==> src/rtl/program_loader_pkg.sv <==
// -----------------------------------------------------------------------------
// program_loader_pkg
// Shared CPU-side definitions for the boot program loader: frame start marker,
// RAM depth, RAM address width and the loader state encoding.
// -----------------------------------------------------------------------------
package program_loader_pkg;

    localparam logic [7:0] HDR_BYTE  = 8'hA5;
    localparam int         RAM_BYTES = 16;
    localparam int         ADDR_W    = 4;
    // Remaining-byte counter must be able to hold RAM_BYTES itself.
    localparam int         CNT_W     = 5;

    typedef enum logic [2:0] {
        ST_IDLE      = 3'd0,
        ST_WAIT_HDR  = 3'd1,
        ST_WAIT_CNT  = 3'd2,
        ST_WAIT_DATA = 3'd3,
        ST_WAIT_SUM  = 3'd4,
        ST_DONE      = 3'd5,
        ST_ERROR     = 3'd6
    } loader_state_e;

    // Running frame checksum: plain 8-bit sum, wrapping mod 256.
    function automatic logic [7:0] csum_add(input logic [7:0] acc, input logic [7:0] b);
        return acc + b;
    endfunction

endpackage

==> src/rtl/program_loader_if.sv <==
// -----------------------------------------------------------------------------
// program_loader_if
// Host handshake and RAM write bus of the program loader.
//   load_mode, in_strobe, in_data : host -> loader (asynchronous host side)
//   ack                           : loader -> host four-phase acknowledge
//   ram_addr, ram_data, ram_we    : loader -> RAM write port
//   cpu_hold_n, done, error       : loader status / CPU reset hold
// Modports: slave = loader side, master = host/RAM side.
// -----------------------------------------------------------------------------
interface program_loader_if;
    import program_loader_pkg::*;

    logic              load_mode;
    logic              in_strobe;
    logic [7:0]        in_data;
    logic              ack;
    logic [ADDR_W-1:0] ram_addr;
    logic [7:0]        ram_data;
    logic              ram_we;
    logic              cpu_hold_n;
    logic              done;
    logic              error;

    modport slave (
        input  load_mode, in_strobe, in_data,
        output ack, ram_addr, ram_data, ram_we, cpu_hold_n, done, error
    );

    modport master (
        output load_mode, in_strobe, in_data,
        input  ack, ram_addr, ram_data, ram_we, cpu_hold_n, done, error
    );

endinterface

==> src/rtl/program_loader_sync_2ff.sv <==
// -----------------------------------------------------------------------------
// sync_2ff
// Two-flop synchronizer for asynchronous level inputs.
//   clk   : destination clock
//   rst_n : asynchronous active-low reset (clears both stages)
//   i_d   : asynchronous input
//   o_q   : synchronized output, two clk edges of latency
// -----------------------------------------------------------------------------
module sync_2ff #(
    parameter int WIDTH = 1
) (
    input  logic             clk,
    input  logic             rst_n,
    input  logic [WIDTH-1:0] i_d,
    output logic [WIDTH-1:0] o_q
);

    logic [WIDTH-1:0] r_meta;
    logic [WIDTH-1:0] r_sync;

    // Metastability stage followed by the settled stage.
    always_ff @(posedge clk or negedge rst_n) begin
        if (!rst_n) begin
            r_meta <= {WIDTH{1'b0}};
            r_sync <= {WIDTH{1'b0}};
        end else begin
            r_meta <= i_d;
            r_sync <= r_meta;
        end
    end

    assign o_q = r_sync;

endmodule

==> src/rtl/program_loader.sv <==
// -----------------------------------------------------------------------------
// program_loader
// Receives a boot frame from an asynchronous host over a four-phase strobe/ack
// handshake and writes it into program RAM while holding the CPU in reset.
// Frame: HDR_BYTE, count N (1..RAM_BYTES), N data bytes, 8-bit sum of data.
//   clk, rst_n : clock, asynchronous active-low reset
//   bus        : program_loader_if.slave (host handshake, RAM write, status)
// Parameters: RAM_BYTES (RAM depth), HDR_BYTE (frame start marker).
// -----------------------------------------------------------------------------
module program_loader #(
    parameter int         RAM_BYTES = program_loader_pkg::RAM_BYTES,
    parameter logic [7:0] HDR_BYTE  = program_loader_pkg::HDR_BYTE
) (
    input  logic               clk,
    input  logic               rst_n,
    program_loader_if.slave    bus
);
    import program_loader_pkg::*;

    logic              w_load_s;
    logic              w_strobe_s;
    logic              r_strobe_d;
    logic              w_abort;
    logic              w_capture;
    logic [7:0]        w_byte;

    loader_state_e     r_state,    w_state_nxt;
    logic [ADDR_W-1:0] r_addr_cnt, w_addr_cnt_nxt;
    logic [CNT_W-1:0]  r_remain,   w_remain_nxt;
    logic [7:0]        r_sum,      w_sum_nxt;
    logic              r_ack,      w_ack_nxt;
    logic [ADDR_W-1:0] r_ram_addr, w_ram_addr_nxt;
    logic [7:0]        r_ram_data, w_ram_data_nxt;
    logic              r_ram_we,   w_ram_we_nxt;
    logic              r_cpu_hold_n;
    logic              r_done;
    logic              r_error;

    sync_2ff #(.WIDTH(1)) u_sync_load (
        .clk   (clk),
        .rst_n (rst_n),
        .i_d   (bus.load_mode),
        .o_q   (w_load_s)
    );

    sync_2ff #(.WIDTH(1)) u_sync_strobe (
        .clk   (clk),
        .rst_n (rst_n),
        .i_d   (bus.in_strobe),
        .o_q   (w_strobe_s)
    );

    // Next-state and datapath decode; abort outranks any strobe edge.
    always_comb begin
        w_byte         = bus.in_data;
        w_abort        = (r_state != ST_IDLE) && !w_load_s;
        // in_data is stable for the whole strobe, so it is safe to sample
        // directly once the synchronized strobe edge is seen.
        w_capture      = w_strobe_s && !r_strobe_d && !r_ack && !w_abort;
        w_state_nxt    = r_state;
        w_addr_cnt_nxt = r_addr_cnt;
        w_remain_nxt   = r_remain;
        w_sum_nxt      = r_sum;
        w_ram_addr_nxt = r_ram_addr;
        w_ram_data_nxt = r_ram_data;
        w_ram_we_nxt   = 1'b0;

        if (w_capture) begin
            w_ack_nxt = 1'b1;
        end else if (!w_strobe_s) begin
            w_ack_nxt = 1'b0;
        end else begin
            w_ack_nxt = r_ack;
        end

        if (w_abort) begin
            w_state_nxt = ST_IDLE;
        end else begin
            case (r_state)
                ST_IDLE: begin
                    if (w_load_s) begin
                        w_state_nxt = ST_WAIT_HDR;
                    end else begin
                        w_state_nxt = ST_IDLE;
                    end
                end
                ST_WAIT_HDR: begin
                    if (w_capture && (w_byte == HDR_BYTE)) begin
                        w_state_nxt = ST_WAIT_CNT;
                    end else begin
                        w_state_nxt = ST_WAIT_HDR;
                    end
                end
                ST_WAIT_CNT: begin
                    if (!w_capture) begin
                        w_state_nxt = ST_WAIT_CNT;
                    end else if ((w_byte == 8'd0) || (int'(w_byte) > RAM_BYTES)) begin
                        w_state_nxt = ST_ERROR;
                    end else begin
                        w_state_nxt    = ST_WAIT_DATA;
                        w_remain_nxt   = w_byte[CNT_W-1:0];
                        w_addr_cnt_nxt = {ADDR_W{1'b0}};
                        w_sum_nxt      = 8'h00;
                    end
                end
                ST_WAIT_DATA: begin
                    if (w_capture) begin
                        w_ram_we_nxt   = 1'b1;
                        w_ram_addr_nxt = r_addr_cnt;
                        w_ram_data_nxt = w_byte;
                        w_sum_nxt      = csum_add(r_sum, w_byte);
                        // Last byte: leave the address where it is so it never wraps.
                        if (r_remain == {{(CNT_W-1){1'b0}}, 1'b1}) begin
                            w_state_nxt  = ST_WAIT_SUM;
                            w_remain_nxt = {CNT_W{1'b0}};
                        end else begin
                            w_state_nxt    = ST_WAIT_DATA;
                            w_remain_nxt   = r_remain - {{(CNT_W-1){1'b0}}, 1'b1};
                            w_addr_cnt_nxt = r_addr_cnt + {{(ADDR_W-1){1'b0}}, 1'b1};
                        end
                    end else begin
                        w_state_nxt = ST_WAIT_DATA;
                    end
                end
                ST_WAIT_SUM: begin
                    if (!w_capture) begin
                        w_state_nxt = ST_WAIT_SUM;
                    end else if (w_byte == r_sum) begin
                        w_state_nxt = ST_DONE;
                    end else begin
                        w_state_nxt = ST_ERROR;
                    end
                end
                ST_DONE:  w_state_nxt = ST_DONE;
                ST_ERROR: w_state_nxt = ST_ERROR;
                default:  w_state_nxt = ST_IDLE;
            endcase
        end
    end

    // State, datapath and registered outputs; status follows the next state
    // so it lines up with r_state.
    always_ff @(posedge clk or negedge rst_n) begin
        if (!rst_n) begin
            r_state      <= ST_IDLE;
            r_strobe_d   <= 1'b0;
            r_addr_cnt   <= {ADDR_W{1'b0}};
            r_remain     <= {CNT_W{1'b0}};
            r_sum        <= 8'h00;
            r_ack        <= 1'b0;
            r_ram_addr   <= {ADDR_W{1'b0}};
            r_ram_data   <= 8'h00;
            r_ram_we     <= 1'b0;
            r_cpu_hold_n <= 1'b1;
            r_done       <= 1'b0;
            r_error      <= 1'b0;
        end else begin
            r_state      <= w_state_nxt;
            r_strobe_d   <= w_strobe_s;
            r_addr_cnt   <= w_addr_cnt_nxt;
            r_remain     <= w_remain_nxt;
            r_sum        <= w_sum_nxt;
            r_ack        <= w_ack_nxt;
            r_ram_addr   <= w_ram_addr_nxt;
            r_ram_data   <= w_ram_data_nxt;
            r_ram_we     <= w_ram_we_nxt;
            r_cpu_hold_n <= (w_state_nxt == ST_IDLE);
            r_done       <= (w_state_nxt == ST_DONE);
            r_error      <= (w_state_nxt == ST_ERROR);
        end
    end

    assign bus.ack        = r_ack;
    assign bus.ram_addr   = r_ram_addr;
    assign bus.ram_data   = r_ram_data;
    assign bus.ram_we     = r_ram_we;
    assign bus.cpu_hold_n = r_cpu_hold_n;
    assign bus.done       = r_done;
    assign bus.error      = r_error;

endmodule

==> src/flat_wrapper.sv <==
// flat-port wrapper written by rule: the top's interface ports become plain ports
module program_loader_flat import program_loader_pkg::*;
#(
    parameter int         RAM_BYTES = program_loader_pkg::RAM_BYTES,
    parameter logic [7:0] HDR_BYTE  = program_loader_pkg::HDR_BYTE
)
  (clk, rst_n, bus_load_mode, bus_in_strobe, bus_in_data, bus_ack, bus_ram_addr, bus_ram_data, bus_ram_we, bus_cpu_hold_n, bus_done, bus_error);
  program_loader_if bus_i ();
  input  logic clk;
  input  logic rst_n;
  input wire logic [$bits(bus_i.load_mode)-1:0] bus_load_mode;
  input wire logic [$bits(bus_i.in_strobe)-1:0] bus_in_strobe;
  input wire logic [$bits(bus_i.in_data)-1:0] bus_in_data;
  output wire logic [$bits(bus_i.ack)-1:0] bus_ack;
  output wire logic [$bits(bus_i.ram_addr)-1:0] bus_ram_addr;
  output wire logic [$bits(bus_i.ram_data)-1:0] bus_ram_data;
  output wire logic [$bits(bus_i.ram_we)-1:0] bus_ram_we;
  output wire logic [$bits(bus_i.cpu_hold_n)-1:0] bus_cpu_hold_n;
  output wire logic [$bits(bus_i.done)-1:0] bus_done;
  output wire logic [$bits(bus_i.error)-1:0] bus_error;
  assign bus_i.load_mode = bus_load_mode;
  assign bus_i.in_strobe = bus_in_strobe;
  assign bus_i.in_data = bus_in_data;
  assign bus_ack = bus_i.ack;
  assign bus_ram_addr = bus_i.ram_addr;
  assign bus_ram_data = bus_i.ram_data;
  assign bus_ram_we = bus_i.ram_we;
  assign bus_cpu_hold_n = bus_i.cpu_hold_n;
  assign bus_done = bus_i.done;
  assign bus_error = bus_i.error;
  program_loader #(.RAM_BYTES(RAM_BYTES), .HDR_BYTE(HDR_BYTE)) u_core (.clk(clk), .rst_n(rst_n), .bus(bus_i));
endmodule
==> config.mk <==
export PLATFORM = sky130hd
export DESIGN_NAME = program_loader_flat
export DESIGN_NICKNAME = d
export VERILOG_FILES = /design/src/rtl/program_loader_pkg.sv /design/src/rtl/program_loader_if.sv /design/src/rtl/program_loader_sync_2ff.sv /design/src/rtl/program_loader.sv /design/src/flat_wrapper.sv
export SDC_FILE = /design/constraint.sdc
export NUM_CORES = 1
export LEC_CHECK = 0
export CAP_MARGIN = 10
export CORE_MARGIN = 5
export CORE_UTILIZATION = 54
export CTS_CLUSTER_SIZE = 14
export DETAILED_ROUTE_END_ITERATION = 6
export PLACE_DENSITY = 0.79
export SYNTH_ARGS = -nofsm -noshare
export SYNTH_HDL_FRONTEND = slang
export SYNTH_SLANG_ARGS = --single-unit
==> constraint.sdc <==
create_clock -name clk -period 2.6 [get_ports clk]
set_input_delay 0.26 -clock clk [delete_from_list [all_inputs] [get_ports clk]]
set_output_delay 0.26 -clock clk [all_outputs]
set_load 0.02 [all_outputs]
# == Word level (Yosys, flattened, before mapping) ==
# Cells that the tools add are included.
# totals
register_bits,42
in_bits,12
# classes
add_sub_neg,3
order_cmp,1
eq_ne,16
mux,29
bitwise,1
n_reduce_logical,18
# op_table
operator,count
$mux W8,3
$pmux W3 S7,1
$mux W5,4
$mux W3,6
$mux W4,4
$pmux W8 S2,1
$eq A3 B3 Y1 const B,5
$pmux W5 S2,1
$add A8 B8 Y8,1
$eq A8 B8 Y1,1
$eq A8 B8 Y1 const B,1
$gt A8 B5 Y1 const B,1
$logic_not A8 Y1,1
$pmux W4 S2,1
$eq A3 B2 Y1 const B,2
$logic_not A3 Y1,2
$mux W1,6
$ne A2 B1 Y1 const B,3
$reduce_and A6 Y1,1
$eq A5 B1 Y1 const B,1
$logic_and A1 B1 Y1,5
$reduce_and A5 Y1,1
$sub A5 B1 Y5 const B,1
$add A4 B1 Y4 const B,1
9 further kinds,14

# == Logic depth before layout (Yosys ltp) ==
# depth
word_depth,9
depth_mapped,7
ltp_nobuf,7

# == By module ==
# Synthesis repeated with hierarchy kept, for this count alone.
# unflattened
cells_unflattened,211
area_unflattened_um2,2288.4
# modules_own_cells
module,instances,cells_per_inst,area_per_inst_um2
program_loader,1,207,2188.3
sync_2ff,2,2,50.0

# == Worst setup path before layout ==
# Ideal clock, no wire load.
# synth_path
path_type,register to register
start,register u_core.r_ack (netlist: u_core.bus.ack)
end,register u_core.r_ram_data[0] (netlist: u_core.bus.ram_data[0])
setup_ps,125
arrival_time_ps,1838
required_time_ps,2475
slack_ps,637
stages_incl_launch_ff,5
path_buffers,1
synth_period_minus_slack_ps,1963
path_cell_list,dfrtp_1 -> or3b_2 -> nor3_1 -> buf_2 -> mux2_2
# synth_between
elab_chain_len,4
# synth_lines
element,line_no,text
from (decl),program_loader.sv:31,"logic r_ack, w_ack_nxt;"
from (signal assigned),program_loader.sv:163,r_ack <= w_ack_nxt;
$logic_not A1 Y1,program_loader.sv:59,w_capture = w_strobe_s && !r_strobe_d && !r_ack && !w_abort;
$logic_and A1 B1 Y1 (2 in series),program_loader.sv:59,
$reduce_and A3 Y1 (no line),-,
to (signal assigned),program_loader.sv:165,r_ram_data <= w_ram_data_nxt;
to (decl),program_loader.sv:33,"logic [7:0] r_ram_data, w_ram_data_nxt;"
# No other way between the ends.
# A chain may end at the register's enable or synchronous reset.

# == Worst setup path in the final report ==
# layout_path
start,input bus_in_data[1]
end,register u_core.r_cpu_hold_n (netlist: u_core.bus.cpu_hold_n)
# layout_between
elab_chain_len,7
elab_cells_between_ends,14
# layout_lines
element,line_no,text
from (decl),flat_wrapper.sv:13,input wire logic [$bits(bus_i.in_data)-1:0] bus_in_data;
$gt A8 B5 Y1 / $logic_not A8 Y1 (equally long branches),program_loader.sv:97,end else if ((w_byte == 8'd0) || (int'(w_byte) > RAM_BYTES)) begin
$logic_or A1 B1 Y1,program_loader.sv:97,
$mux W3,program_loader.sv:97,
$mux W3,program_loader.sv:95,if (!w_capture) begin
$pmux W3 S7 *,program_loader.sv:79,case (r_state)
$mux W3 *,program_loader.sv:76,if (w_abort) begin
$logic_not A3 Y1 *,program_loader.sv:167,r_cpu_hold_n <= (w_state_nxt == ST_IDLE);
to (signal assigned),program_loader.sv:167,
to (decl),program_loader.sv:35,logic r_cpu_hold_n;
# Mark *: on every way between the ends. The rest lies on a longest branch, timed or not.

==> PnR_summary.wiki <==
{| class="wikitable"
! Metric !! Value
|-
| Worst Setup End Kind || flip-flop
|-
| Buffers from clock root to sink, at most || 2
|-
| Launching element of the worst setup path || bus_in_data[1]
|-
| Worst-Skew Late Latency || 290 ps
|-
| Biggest area consumer among synthesized cells || sky130_fd_sc_hd__dfrtp_1
|-
| Initial core utilization || 0.551
|-
| Via total after detailed routing || 1761
|-
| Post-CTS repair timing setup buffer count || 0
|-
| DRC violations left || 0
|-
| Placeable core area || 3940 µm²
|-
| Post-detailed-route wirelength per cell || 15.7 µm
|-
| Biggest area contributors in the synthesized netlist || sky130_fd_sc_hd__dfrtp_1, sky130_fd_sc_hd__mux2_2, sky130_fd_sc_hd__ha_1
|-
| Worst-case clock skew || about 11 ps
|-
| Number of levels the H-tree was split into || 2
|-
| Max-slew violation count || 0
|-
| Global-route wire length before repair || 7910 µm
|-
| Clock-pin slew on the worst setup and hold paths || 80 ps
|-
| Area growth from synthesis to layout || 19.6%
|-
| Dominant register cell in the synthesized netlist || sky130_fd_sc_hd__dfrtp_1
|-
| Count of unique library cells instantiated by Yosys || 50
|-
| Antenna-violating nets left || 0
|-
| Final number of hold-violating endpoints || 0
|-
| Final nets || about 260
|-
| Half-perimeter wire length of the detailed placement result || 3240 µm
|-
| Worst VDD drop || 392 µV
|-
| Number of I/O pins || 29
|-
| Post-synth top area share || 0.472
|-
| Violation count after the first detailed-routing iteration || 140
|-
| CP Launch Type || primary input
|-
| Fraction of registers with async set/reset || 1.00
|-
| Via-per-instance ratio || 6.09
|-
| Worst slew slack as a fraction of its limit || 0.381
|-
| Startpoint of the lowest-slack register-to-register path || u_core.r_sum[4]
|-
| Achievable clock frequency || approximately 0.43 GHz
|-
| Wire length reported by the detailed router || roughly 4500 µm
|-
| Result of the run || completed
|-
| Type of the most critical hold path || primary input to async pin
|-
| Post-route design area || 2600 µm²
|-
| Cell area reported after detailed placement || 2520 µm²
|-
| Mean instance size in the synthesized netlist || 10.6 µm²
|-
| Critical path arrival || 2510 ps
|-
| Global placer's final weighted congestion || around 0.88
|-
| Die X || 73.4 µm
|-
| Most numerous cell in the Yosys netlist || sky130_fd_sc_hd__dfrtp_1
|-
| Maximum fanout encountered on the critical timing path || 6
|-
| Number of global-route vias before repair || 1741
|-
| Leak || 1.16 nW
|-
| Shortest period the worst path allows || between 2000 and 2500 ps
|-
| Clock root buffer master || sky130_fd_sc_hd__clkbuf_8
|-
| Commonest cells in the netlist || sky130_fd_sc_hd__dfrtp_1, sky130_fd_sc_hd__nor2_1, sky130_fd_sc_hd__o21ai_0
|-
| Synthesized netlist net count || 228
|-
| Worst Path Class, Setup || primary input to flip-flop
|-
| All-layer global routing usage || 0.187
|-
| Final cycle utilization of the critical path || 0.890
|-
| Cts bufs inserted || 5
|-
| Worst Tran Pin Value || 929 ps
|-
| Clock tree from TritonCTS || yes
|-
| Die boundary height || 73.4 µm
|-
| Rows || 23
|-
| Number of sinks handled by clock tree synthesis || 42
|-
| CP required || ~2800 ps
|-
| Antenna diode count || 0
|-
| Largest net degree at the start of global routing || 43
|-
| Setup ws final || 285 ps
|-
| Cells resized by post-CTS repair || 0
|-
| Setup TNS after final layout || 0 ps
|-
| Share of layout cells above drive strength 1 || 0.109
|-
| Mapped Area || 2170 µm²
|-
| Number of iterations in the first detailed-routing pass || 4
|-
| Yosys warning total || 0
|-
| Setup slack at placement || 100 ps
|-
| Number of enable flip-flop cells after synthesis || 0
|-
| Area of the die || 5390 µm²
|-
| Setup-violating endpoint count in the final report || 0
|-
| Setup repair after global routing missed its margin || no
|-
| Count of hold-fix buffers inserted at cts || 0
|-
| Max-cap violation count || 0
|-
| Post-synthesis sequential area ratio || 0.484
|-
| Worst Hold Slack || slightly above 100 ps
|-
| Power per cell area || between 500 and 600 nW/µm²
|-
| Number of standard cells after synthesis || 205
|-
| Number of port buffers || 28
|-
| Initial antenna violation count || 0
|-
| Number of synthesized register bits || 42
|-
| Sum of overflow across all layers after global routing || 0
|}
## per-layer routing
| metal | routed length [µm] | vias up | global-route usage |
|---|---|---|---|
| met3 | 204 | 15 | 0.0383 |
| met1 | 2060 | 856 | 0.263 |
| met5 | 0 | - | 0 |
| li1 | - | 834 | - |
| met2 | 2190 | 56 | 0.288 |
| met4 | 83 | 0 | 0.0624 |
## worst paths after layout
path	endpoint	slack, ps	cells past startpoint
setup / recovery	u_core.bus.cpu_hold_n	280	7
max in group asynchronous	u_core.u_sync_load.o_q	1910	1
hold reg to reg	u_core.u_sync_strobe.o_q	360	0
setup reg to reg	u_core.bus.cpu_hold_n	430	6
min in group clk	u_core.u_sync_strobe.o_q	360	0
hold / removal	u_core.r_sum[6]	100	1
## registers in the layout, indices dropped and copies added, names as in the netlist
name and cells:
u_core.bus.ack 1, u_core.u_sync_strobe.r_meta 1, u_core.bus.ram_addr 4, u_core.bus.done 1, u_core.r_state 3, u_core.bus.ram_data 8, u_core.u_sync_load.o_q 1, u_core.bus.ram_we 1
u_core.bus.error 1, u_core.r_strobe_d 1, u_core.u_sync_load.r_meta 1, u_core.r_sum 8, u_core.u_sync_strobe.o_q 1, u_core.r_addr_cnt 4, u_core.r_remain 5, u_core.bus.cpu_hold_n 1
## area by class of cell
cell class	count	area [µm²]
well taps	50	62.6
flip-flops and latches	42	1050
fillers	319	1340
repair buffers	32	305
inverters	7	26.3
multi-input cells	150	1070
clock buffers	8	80.1
## kinds of logic (layout without fill, tap and decap cells)
kind of cell,after synthesis,in the layout,share of synthesized area
buffers and inverters,13,47,0.0242
AO/OA/AOI/OAI,56,56,0.172
flip-flops,42,42,0.484
XOR/XNOR,5,5,0.0202
AND/OR/NAND/NOR,65,65,0.166
adder cells (fa/ha/maj),11,11,0.0668
multiplexers,13,13,0.0668
## worst max-delay path, cell delays in order
cell	delay (ps)
sky130_fd_sc_hd__clkdlybuf4s50_1	630
sky130_fd_sc_hd__ha_1	300
sky130_fd_sc_hd__nor4_1	490
sky130_fd_sc_hd__and3_1	230
sky130_fd_sc_hd__nor4_1	60
sky130_fd_sc_hd__a211o_1	300
sky130_fd_sc_hd__a211oi_1	230
## layout by cell type, fill, tap and decap left out, types with 5 or more instances in the layout
master | synthesis | routed
sky130_fd_sc_hd__clkdlybuf4s50_1 | 0 | 27
sky130_fd_sc_hd__nor2_1 | 14 | 14
sky130_fd_sc_hd__nand2_1 | 10 | 10
sky130_fd_sc_hd__clkbuf_8 | 0 | 5
sky130_fd_sc_hd__and3_1 | 5 | 5
sky130_fd_sc_hd__o21ai_0 | 13 | 13
sky130_fd_sc_hd__ha_1 | 10 | 10
sky130_fd_sc_hd__inv_1 | 7 | 7
sky130_fd_sc_hd__mux2_2 | 12 | 12
sky130_fd_sc_hd__nor4_1 | 5 | 5
sky130_fd_sc_hd__a22o_1 | 7 | 7
sky130_fd_sc_hd__o21ai_1 | 5 | 5
sky130_fd_sc_hd__a21oi_1 | 9 | 9
sky130_fd_sc_hd__nor3_1 | 7 | 6
sky130_fd_sc_hd__nand3_1 | 5 | 5
sky130_fd_sc_hd__dfrtp_1 | 41 | 41
## power by group
group          internal (mW)  switching, mW
Combinational         0.0851          0.125
Sequential             0.686         0.0338
Clock                  0.191          0.201
## metrics by stage
step,cells,util,power [mW]
floorplan,205,-,0.846
global placement,281,0.639,0.939
detailed placement,281,0.639,0.940
CTS,289,0.659,1.33
global route,289,0.659,1.38
finish,289,0.659,1.32
Power figures use the tool's default switching activity.
